[src/rtl/fft8_seq.sv]
// fft8_seq: gathers eight streamed samples into a frame, holds it on the FFT
// core lanes for FFT_LAT+1 cycles, captures the results and streams them out.
module fft8_seq #(
  parameter int DATA_W  = 32,
  parameter int FFT_LAT = 2
) (
  input  logic                  clk,
  input  logic                  rst_n,
  input  logic                  s_valid,
  output logic                  s_ready,
  input  logic [DATA_W-1:0]     s_data,
  output logic [8*DATA_W-1:0]   fft_in,
  input  logic [8*DATA_W-1:0]   fft_out,
  output logic                  m_valid,
  input  logic                  m_ready,
  output logic [DATA_W-1:0]     m_data,
  output logic [2:0]            m_index,
  output logic                  m_last,
  output logic                  busy,
  output logic [15:0]           frame_cnt
);
  typedef enum logic [1:0] {FILL, HOLD, DRAIN} state_t;
  localparam logic [3:0] LAT = 4'(FFT_LAT);
  state_t state;
  logic [2:0] wr_idx, rd_idx;
  logic [3:0] hcnt;
  logic [7:0][DATA_W-1:0] lanes, obuf;
  // handshake flags come only from the state register, never from s_valid/m_ready
  assign s_ready = state == FILL;
  assign m_valid = state == DRAIN;
  assign busy    = state != FILL;
  assign m_last  = m_valid && rd_idx == 3'd7;
  assign m_index = rd_idx;
  assign m_data  = obuf[rd_idx];
  assign fft_in  = lanes;
  always_ff @(posedge clk or negedge rst_n) begin
    if (!rst_n) begin
      state     <= FILL;
      wr_idx    <= '0;
      rd_idx    <= '0;
      hcnt      <= '0;
      lanes     <= '0;
      obuf      <= '0;
      frame_cnt <= '0;
    end else begin
      case (state)
        FILL: if (s_valid) begin
          lanes[wr_idx] <= s_data;
          wr_idx        <= wr_idx + 3'd1;
          if (wr_idx == 3'd7) begin
            hcnt  <= '0;
            state <= HOLD;
          end
        end
        HOLD: begin
          hcnt <= hcnt + 4'd1;
          if (hcnt == LAT) begin
            obuf   <= fft_out;
            rd_idx <= '0;
            state  <= DRAIN;
          end
        end
        DRAIN: if (m_ready) begin
          rd_idx <= rd_idx + 3'd1;
          if (rd_idx == 3'd7) begin
            frame_cnt <= frame_cnt + 16'd1;
            state     <= FILL;
          end
        end
        default: state <= FILL;
      endcase
    end
  end
endmodule

[config.mk]
export PLATFORM = sky130hd
export DESIGN_NAME = fft8_seq
export DESIGN_NICKNAME = d
export VERILOG_FILES = /design/src/rtl/fft8_seq.sv
export SDC_FILE = /design/constraint.sdc
export NUM_CORES = 1
export LEC_CHECK = 0
export BUFFER_PORTS_ARGS = -buffer_cell sky130_fd_sc_hd__buf_2
export CORE_AREA = 4 4 236 238
export CTS_CLUSTER_DIAMETER = 80
export DETAILED_ROUTE_END_ITERATION = 12
export DIE_AREA = 0 0 240 242
export GPL_TIMING_DRIVEN = 0
export HOLD_SLACK_MARGIN = 0.12
export PLACE_DENSITY = 0.7
export SYNTH_ARGS = -nofsm -noshare
export SYNTH_HDL_FRONTEND = slang
export SYNTH_SLANG_ARGS = --single-unit
[constraint.sdc]
create_clock -name clk -period 5.09 [get_ports clk]
set_clock_uncertainty 0.15 [all_clocks]
set_input_delay 0.509 -clock clk [delete_from_list [all_inputs] [get_ports clk]]
set_output_delay 0.509 -clock clk [all_outputs]
set_load 0.01 [all_outputs]
==> results of run 1 <==
[stage by stage]
stage                     instance area (µm²)  instances  setup TNS, ns  total power, mW  hold WS [ns]
after floorplan                         23010       1323              0            12.14       0.06341
after global placement                  26890       2621       -3905.98            14.76        0.3112
after detailed placement                27010       2625              0            15.04        0.3151
after CTS                               31640       3011              0            19.26        0.1406
after global routing                    31670       3022              0            20.28        0.1493
final                                   31670       3023              0            19.36        0.1867
[area by class of cell]
cell class	instances	area [µm²]	area share, %
Buffer	73	510.5	1.612
Inverter	3	11.26	0.03555
Clock buffer	82	1580	4.989
Clock inverter	16	166.4	0.5254
Multi-Input combinational cell	707	8975	28.34
Timing Repair Buffer	894	6016	18.99
Sequential cell	540	13510	42.66
Antenna cell	12	30.03	0.09481
Tap cell	696	870.8	2.749
[power by group]
group	internal, mW	switching, mW
clock	2.25	1.72
sequential	6.41	1.26
combinational	4.39	3.32
[routing by layer]
metal	wire, µm	global-route usage [%]	up-vias
met5	0	0	-
met4	2733	9.829	0
met3	4371	4.952	182
met1	29530	31.29	8246
met2	35820	40.18	628
li1	-	-	6768
[path summary, 6_finish.rpt]
path,startpoint,to,slack (ns),cells after the start
setup / recovery,m_index[1],m_data[27],1.04,5
max in group asynchronous,rst_n,obuf[214],2.89,4
hold / removal,s_data[21],fft_in[149],0.19,2
setup reg to reg,state[0],fft_in[106],2.37,6
hold reg to reg,frame_cnt[15],frame_cnt[15],0.32,1
min in group asynchronous,rst_n,fft_in[138],0.35,2
[what timing repair did]
item	4_1_cts	5_1_grt
setup buffers	0	0
hold endpoints to repair	552	0
hold buffers	288	0
gates resized for setup	0	0
[kinds of logic after synthesis]
logic type | after synthesis
compound gates | 9
mux | 612
flops | 540
simple gates | 63
fa+ha+maj | 7
buf+inv | 76
xor+xnor | 16
[cell usage in the layout, fill, tap and decap left out, drive strengths merged, types with 6 or more instances in the layout]
master       netlist  final
buf               62    668
mux2             548    548
dfrtp            540    540
dlygate4sd3        0    288
clkbuf            11     93
mux4              64     64
nand2             16     16
nand3             13     13
xnor2             13     13
diode              0     12
clkinv             0     10
nor2               9      9
ha                 7      7
nand4              6      6
inv                3      6
[worst max-delay path, stage by stage (launching register included)]
cell and delay (ns):
dfrtp_1 0.49, clkbuf_1 0.58, clkbuf_1 0.77, mux4_2 0.45, mux2_2 0.32, buf_2 0.15
[sequential cells by signal, summed over array words and instances, names as in the netlist]
register / count
fft_in: 256
obuf: 256
frame_cnt: 16
hcnt: 4
m_index: 3
wr_idx: 3
state: 2
==> results.cfg, run 1 <==
[cts]
numCtsBuffers = 57
clk_pin_slew_ns = 0.06
cts_tree = done
numClockSinks = 540
ctsHtreeMaxLevel = 2
cts.path.max_buffers = 3
root_buffer = clkbuf_16
clk_latency_ns = 0.60

[setup_path]
cp.arrival_ns = 3.39
path_class = register to output port
worstSetupStartpointType = register
worst_setup_path_end_kind = output port
cp.required_ns = 4.43
cp_max_fo = 10

[logic_synthesis]
synth.area.top_cells = dfrtp_1, mux2_2, mux2_4
synth_fa_ha_area_share_pct = 0.3806
synth_edf_count = 0
yosysTopAreaCell = dfrtp_1
synth_commonest_cells = dfrtp_1, mux2_2, mux2_4
async_flop_share_pct = 100.0
synthSimpleGateAreaFrac_pct = 1.468
ys_warn_count = 0
yosysSeqAreaShare_pct = 58.73
synth_top_family_by_area = multiplexers
synth-xor-area-share_pct = 0.6090
ys_seq_elements = 540
synth_ff_type = dfrtp_1
syn_nets = 1622
synth_compound_area_share_pct = 0.2664
syn_avg_cell_area_um2 = 17.39
ys_types = 37
syn_inst = 1323
synth_mux_area_share_pct = 36.28
syn-cell-area_um2 = 23010
netlist.area_leader.share_pct = 58.73
yosysMostFrequentCell = dfrtp_1

[run]
max-cap-violations = 0

[die]
die_w_um = 240
die_h_um = 242
dieArea_um2 = 58080
rows = 85
initial_utilization_pct = 42.93
io_pins = 603
core_um2 = 53600

[sta]
drv_slew = 0
relSlewSlack_pct = 22.76
rsz0062_at_grt = no
hold_viol = 0
fin_crit_sh_pct = 79.54
finalSetupViolCount = 0
setup_ws_ns = 1.041
worst_pin_slew_ns = 1.159
fin_crit_ns = 4.049
max_freq_mhz = 247.0

[placement]
dp_slack_ns = 1.703
io_buffers = 602
dp_hpwl_um = 49710
place_congestion = 0.8623

[power]
ir_drop_uv = 360.1
power.density_nw_per_um2 = 611.1
cellLeakagePower_nw = 15.29

[global_route]
grt_pass1_wl_um = 109000
grt_pass1_vias = 17680
grt_overflow_total = 0
grt_usage_pct = 24.26
grt_start_max_net_pins = 125
antenna_found_initial = 11

[detailed_routing]
drcViolationCount = 0
post_drt_wl_per_cell_um = 23.97
drtPass1Iterations = 5
vias = 15820
ant_nets = 0
drtIter0Drc = 695
vias_per_cell = 5.235
totalWireLength_um = 72460

[cells_and_area]
num-fill-cells = 4022
final_layout_size_suffix_gt1_share_pct = 58.70
utilization_pct = 59.09
nNetsFinal = 2575
area_growth_pct = 37.65

[outcome]
status = completed

[hold_path]
hp-class = input pin to register
Power figures use the tool's default switching activity.
==> inputs of run 2 (changes only) <==
--- a/config.mk
+++ b/config.mk
@@ -6,13 +6,13 @@
 export NUM_CORES = 1
 export LEC_CHECK = 0
 export BUFFER_PORTS_ARGS = -buffer_cell sky130_fd_sc_hd__buf_2
-export CORE_AREA = 4 4 236 238
+export CORE_AREA = 4 4 233 235
 export CTS_CLUSTER_DIAMETER = 80
 export DETAILED_ROUTE_END_ITERATION = 12
-export DIE_AREA = 0 0 240 242
+export DIE_AREA = 0 0 237 239
 export GPL_TIMING_DRIVEN = 0
 export HOLD_SLACK_MARGIN = 0.12
-export PLACE_DENSITY = 0.7
+export PLACE_DENSITY = 0.72
 export SYNTH_ARGS = -nofsm -noshare
 export SYNTH_HDL_FRONTEND = slang
 export SYNTH_SLANG_ARGS = --single-unit
==> constraint.sdc (replaced) <==
create_clock -name clk -period 4.1 [get_ports clk]
set_clock_uncertainty 0.15 [all_clocks]
set_input_delay 0.41 -clock clk [delete_from_list [all_inputs] [get_ports clk]]
set_output_delay 0.41 -clock clk [all_outputs]
set_load 0.01 [all_outputs]
==> results.cfg, run 2 (synthesis results as in run 1) <==
[outcome]
status = completed

[setup_path]
cp_max_fo = 10
path_cells = clkbuf_1 > clkbuf_1 > mux4_2 > mux2_2 > buf_2
path_class = register to output port
crit_family = buffers and inverters
crit_top_cell = clkbuf_1
crit_buf_inv = 3
cp.arrival_ns = 3.39
cp.required_ns = 3.54
worst_setup_path_end_kind = output port
worstSetupStartpointType = register
slowest_delay_ns = 0.76
slowest_stage = clkbuf_1

[detailed_routing]
drtPass1Iterations = 4
vias_per_cell = 5.327
drtIter0Drc = 945
totalWireLength_um = 74760
ant_nets = 0
drcViolationCount = 0
vias = 16090
post_drt_wl_per_cell_um = 24.76

[placement]
dp_hpwl_um = 49890
io_buffers = 602
place_congestion = 0.8705
dp.cells = 2617

[global_route]
grt_overflow_total = 0
grt_start_max_net_pins = 126
grt_usage_pct = 25.57
antenna_found_initial = 9
grt_pass1_vias = 18020
grt_pass1_wl_um = 111300

[sta]
fin_crit_ns = 3.946
rsz0062_at_grt = no
whs_ns = 0.2765
fin_crit_sh_pct = 96.25
max_freq_mhz = 253.4
finalSetupViolCount = 0
drv_slew = 0
hold_viol = 0
worst_pin_slew_ns = 1.149
relSlewSlack_pct = 23.26

[cts]
ctsHtreeMaxLevel = 2
ctsResizeCount = 0
numCtsBuffers = 57
clk_latency_ns = 0.60
root_buffer = clkbuf_16
cts_tree = done
clk_pin_slew_ns = 0.06
numClockSinks = 540
cts.path.max_buffers = 3

[power]
ir_drop_uv = 478.4
power.density_nw_per_um2 = 771.3
finalPower_mw = 24.58
cellLeakagePower_nw = 15.39

[cells_and_area]
num-fill-cells = 3762
nNetsFinal = 2578
final_cell_mix = buf_2, dfrtp_1, mux2_2
mostFrequentLayoutCell = buf_2
finalNonFillerCells = 3020
final_layout_size_suffix_gt1_share_pct = 58.98
utilization_pct = 61.01
area_growth_pct = 38.51

[run]
max-cap-violations = 0

[die]
die_h_um = 239
die_w_um = 237
io_pins = 603
core_um2 = 52240
initial_utilization_pct = 44.05
dieArea_um2 = 56640
rows = 84

[hold_path]
hp-class = input pin to async pin
## run 2: layout make-up
cell class | instances | area, µm² | share of cell area (%)
Sequential cell | 540 | 13510 | 42.40
Multi-Input combinational cell | 707 | 8975 | 28.16
Timing Repair Buffer | 897 | 6046 | 18.97
Clock buffer | 80 | 1613 | 5.060
Tap cell | 688 | 860.8 | 2.701
Buffer | 73 | 510.5 | 1.602
Clock inverter | 23 | 319.1 | 1.001
Antenna cell | 9 | 22.52 | 0.07067
Inverter | 3 | 11.26 | 0.03533
## run 2: final timing paths
kind	end	cells past startpoint	startpoint	slack [ns]
worst min register to register	frame_cnt[15]	1	frame_cnt[15]	0.34
worst max-delay path	m_data[26]	5	m_index[1]	0.15
min in group clk	frame_cnt[15]	1	frame_cnt[15]	0.34
max in group asynchronous	frame_cnt[6]	4	rst_n	1.92
worst min-delay path	fft_in[120]	2	rst_n	0.28
worst max register to register	frame_cnt[8]	6	m_index[0]	1.48
## run 2: through the flow
stage | setup TNS (ns) | worst slack (ns) | instance area [µm²]
6_report | 0 | 0.1536 | 31870
4_1_cts | 0 | 0.2011 | 31850
3_5_place_dp | 0 | 0.8719 | 27000
2_1_floorplan | 0 | 1.716 | 23010
3_3_place_gp | -4452.48 | -8.304 | 26880
5_1_grt | 0 | 0.1006 | 31870
## run 2: what timing repair did
action,CTS,global route
endpoints found under the hold margin,605,0
hold buffers,291,0
endpoints found under the setup margin,0,0
buffers inserted,0,0
## run 2: where the power goes
| part | switching (mW) | leakage, nW | total, mW | internal, mW |
|---|---|---|---|---|
| sequential | 1.63 | 6.45 | 9.59 | 7.96 |
| combinational | 4.16 | 8.00 | 9.61 | 5.45 |
| clock | 2.20 | 0.939 | 5.39 | 3.18 |
| total | 7.99 | 15.4 | 24.6 | 16.6 |
## run 2: metal layers
layer | wire length (µm) | part of all wire (%) | vias up | GRT usage [%]
met5 | 7 | 0.0094 | - | 0
met4 | 3740 | 5.0 | 2 | 12.88
met3 | 4552 | 6.1 | 247 | 5.030
met2 | 37860 | 51 | 725 | 43.63
met1 | 28600 | 38 | 8356 | 31.19
li1 | - | - | 6757 | -
==> inputs of run 3 (changes only) <==
--- a/config.mk
+++ b/config.mk
@@ -12,6 +12,7 @@
 export DIE_AREA = 0 0 237 239
 export GPL_TIMING_DRIVEN = 0
 export HOLD_SLACK_MARGIN = 0.12
+export MAX_ROUTING_LAYER = met4
 export PLACE_DENSITY = 0.72
 export SYNTH_ARGS = -nofsm -noshare
 export SYNTH_HDL_FRONTEND = slang
==> results.cfg, run 3 (synthesis results as in run 1) <==
[die]
die_w_um = 237
io_pins = 603
rows = 84
dieArea_um2 = 56640
die_h_um = 239
core_um2 = 52240
initial_utilization_pct = 44.05

[global_route]
grt_start_max_net_pins = 126
grt_overflow_total = 0
grt_pass1_wl_um = 111200
grt_usage_pct = 26.36
grt_pass1_vias = 18030
antenna_found_initial = 15

[setup_path]
crit_top_cell = clkbuf_1
r2r_setup_slack_ns = 1.52
worst_setup_path_end_kind = output port
cp.required_ns = 3.54
path_cells = clkbuf_1 > clkbuf_1 > mux4_2 > mux2_2 > buf_2
rr_worst_depth = 6
cp_max_fo = 10
slowest_delay_ns = 0.76
cp.arrival_ns = 3.37
path_class = register to output port
slowest_stage = clkbuf_1
worstSetupStartpointType = register

[cts]
ctsHtreeMaxLevel = 2
numCtsBuffers = 57
numClockSinks = 540
clk_latency_ns = 0.60
clk_pin_slew_ns = 0.06
ctsResizeCount = 0
cts.path.max_buffers = 3
cts_tree = done
ctsHoldBuffers = 291
root_buffer = clkbuf_16
cts_setup_buffers = 0

[cells_and_area]
design_area_um2 = 31890
utilization_pct = 61.05
mostFrequentLayoutCell = buf_2
final_cell_mix = buf_2, dfrtp_1, mux2_2
finalNonFillerCells = 3027
nNetsFinal = 2578
area_growth_pct = 38.59
final_layout_size_suffix_gt1_share_pct = 58.98

[sta]
rsz0062_at_grt = no
finalSetupViolCount = 0
hold_viol = 0
drv_slew = 0
max_freq_mhz = 254.5
fin_crit_sh_pct = 95.85
worst_pin_slew_ns = 1.097
fin_crit_ns = 3.930
whs_ns = 0.2743
setup_ws_ns = 0.1701
relSlewSlack_pct = 26.89
setup-tns-final_ns = 0

[run]
max-cap-violations = 0

[placement]
dp.cells = 2617
place_congestion = 0.8848
dp_slack_ns = 0.8719
dp_hpwl_um = 49890
io_buffers = 602
placed_area_um2 = 27000

[power]
seqPwrFrac_pct = 39.0
power.density_nw_per_um2 = 770.4
cellLeakagePower_nw = 15.39
ir_drop_uv = 472.9
finalPower_mw = 24.57
p_switching_mw = 7.973
power.share.clock_pct = 21.9
swShare_pct = 32.45
combPwrFrac_pct = 39.1
p_int_mw = 16.59

[detailed_routing]
ant_nets = 0
drtIter0Drc = 903
vias = 16080
post_drt_wl_per_cell_um = 24.70
drtPass1Iterations = 4
vias_per_cell = 5.312
totalWireLength_um = 74760
drcViolationCount = 0

[outcome]
status = completed

[hold_path]
hp-class = input pin to async pin
## run 3: cell types whose count changed in the layout (fill, tap and decap cells not counted)
cell / change
diode_2: +7
## run 3: power by group through the flow
stage	logic (mW)	registers [mW]	clock network, mW
6_report	9.61	9.58	5.37
5_1_grt	10.2	9.81	5.70
4_1_cts	9.54	9.42	5.43
3_5_place_dp	9.27	9.46	0
3_3_place_gp	9.06	9.31	0
2_1_floorplan	5.36	9.71	0
## run 3: final timing paths
path                                from             to
max in group asynchronous          rst_n  frame_cnt[15]
min in group clk           frame_cnt[15]  frame_cnt[15]
min reg2reg                frame_cnt[15]  frame_cnt[15]
min                                rst_n    fft_in[120]
max reg2reg                     state[0]    fft_in[222]
max                           m_index[1]     m_data[26]
## run 3: routing by layer
| layer | share of wire (%) | track usage, % | vias to the layer above |
|---|---|---|---|
| met4 | 5.1 | 12.81 | 0 |
| met1 | 38 | 31.15 | 8355 |
| met2 | 51 | 43.73 | 703 |
| met3 | 6.1 | 5.018 | 253 |
| li1 | - | - | 6768 |
| met5 | 0 | - | - |
## run 3: cell type report
| class | count | area [µm²] |
|---|---|---|
| fillers | 3762 | 20350 |
| flip-flops and latches | 540 | 13510 |
| multi-input cells | 707 | 8975 |
| repair buffers | 897 | 6046 |
| clock buffers | 80 | 1613 |
| well taps | 688 | 860.8 |
| plain buffers | 73 | 510.5 |
| clock inverters | 23 | 319.1 |
| diodes | 16 | 40.04 |
| inverters | 3 | 11.26 |
## run 3: critical path: cells and delay by family (launching register included)
| family | cells | cell delay (ns) |
|---|---|---|
| buffers and inverters | 3 | 1.52 |
| muxes | 2 | 0.76 |
| DFF | 1 | 0.46 |
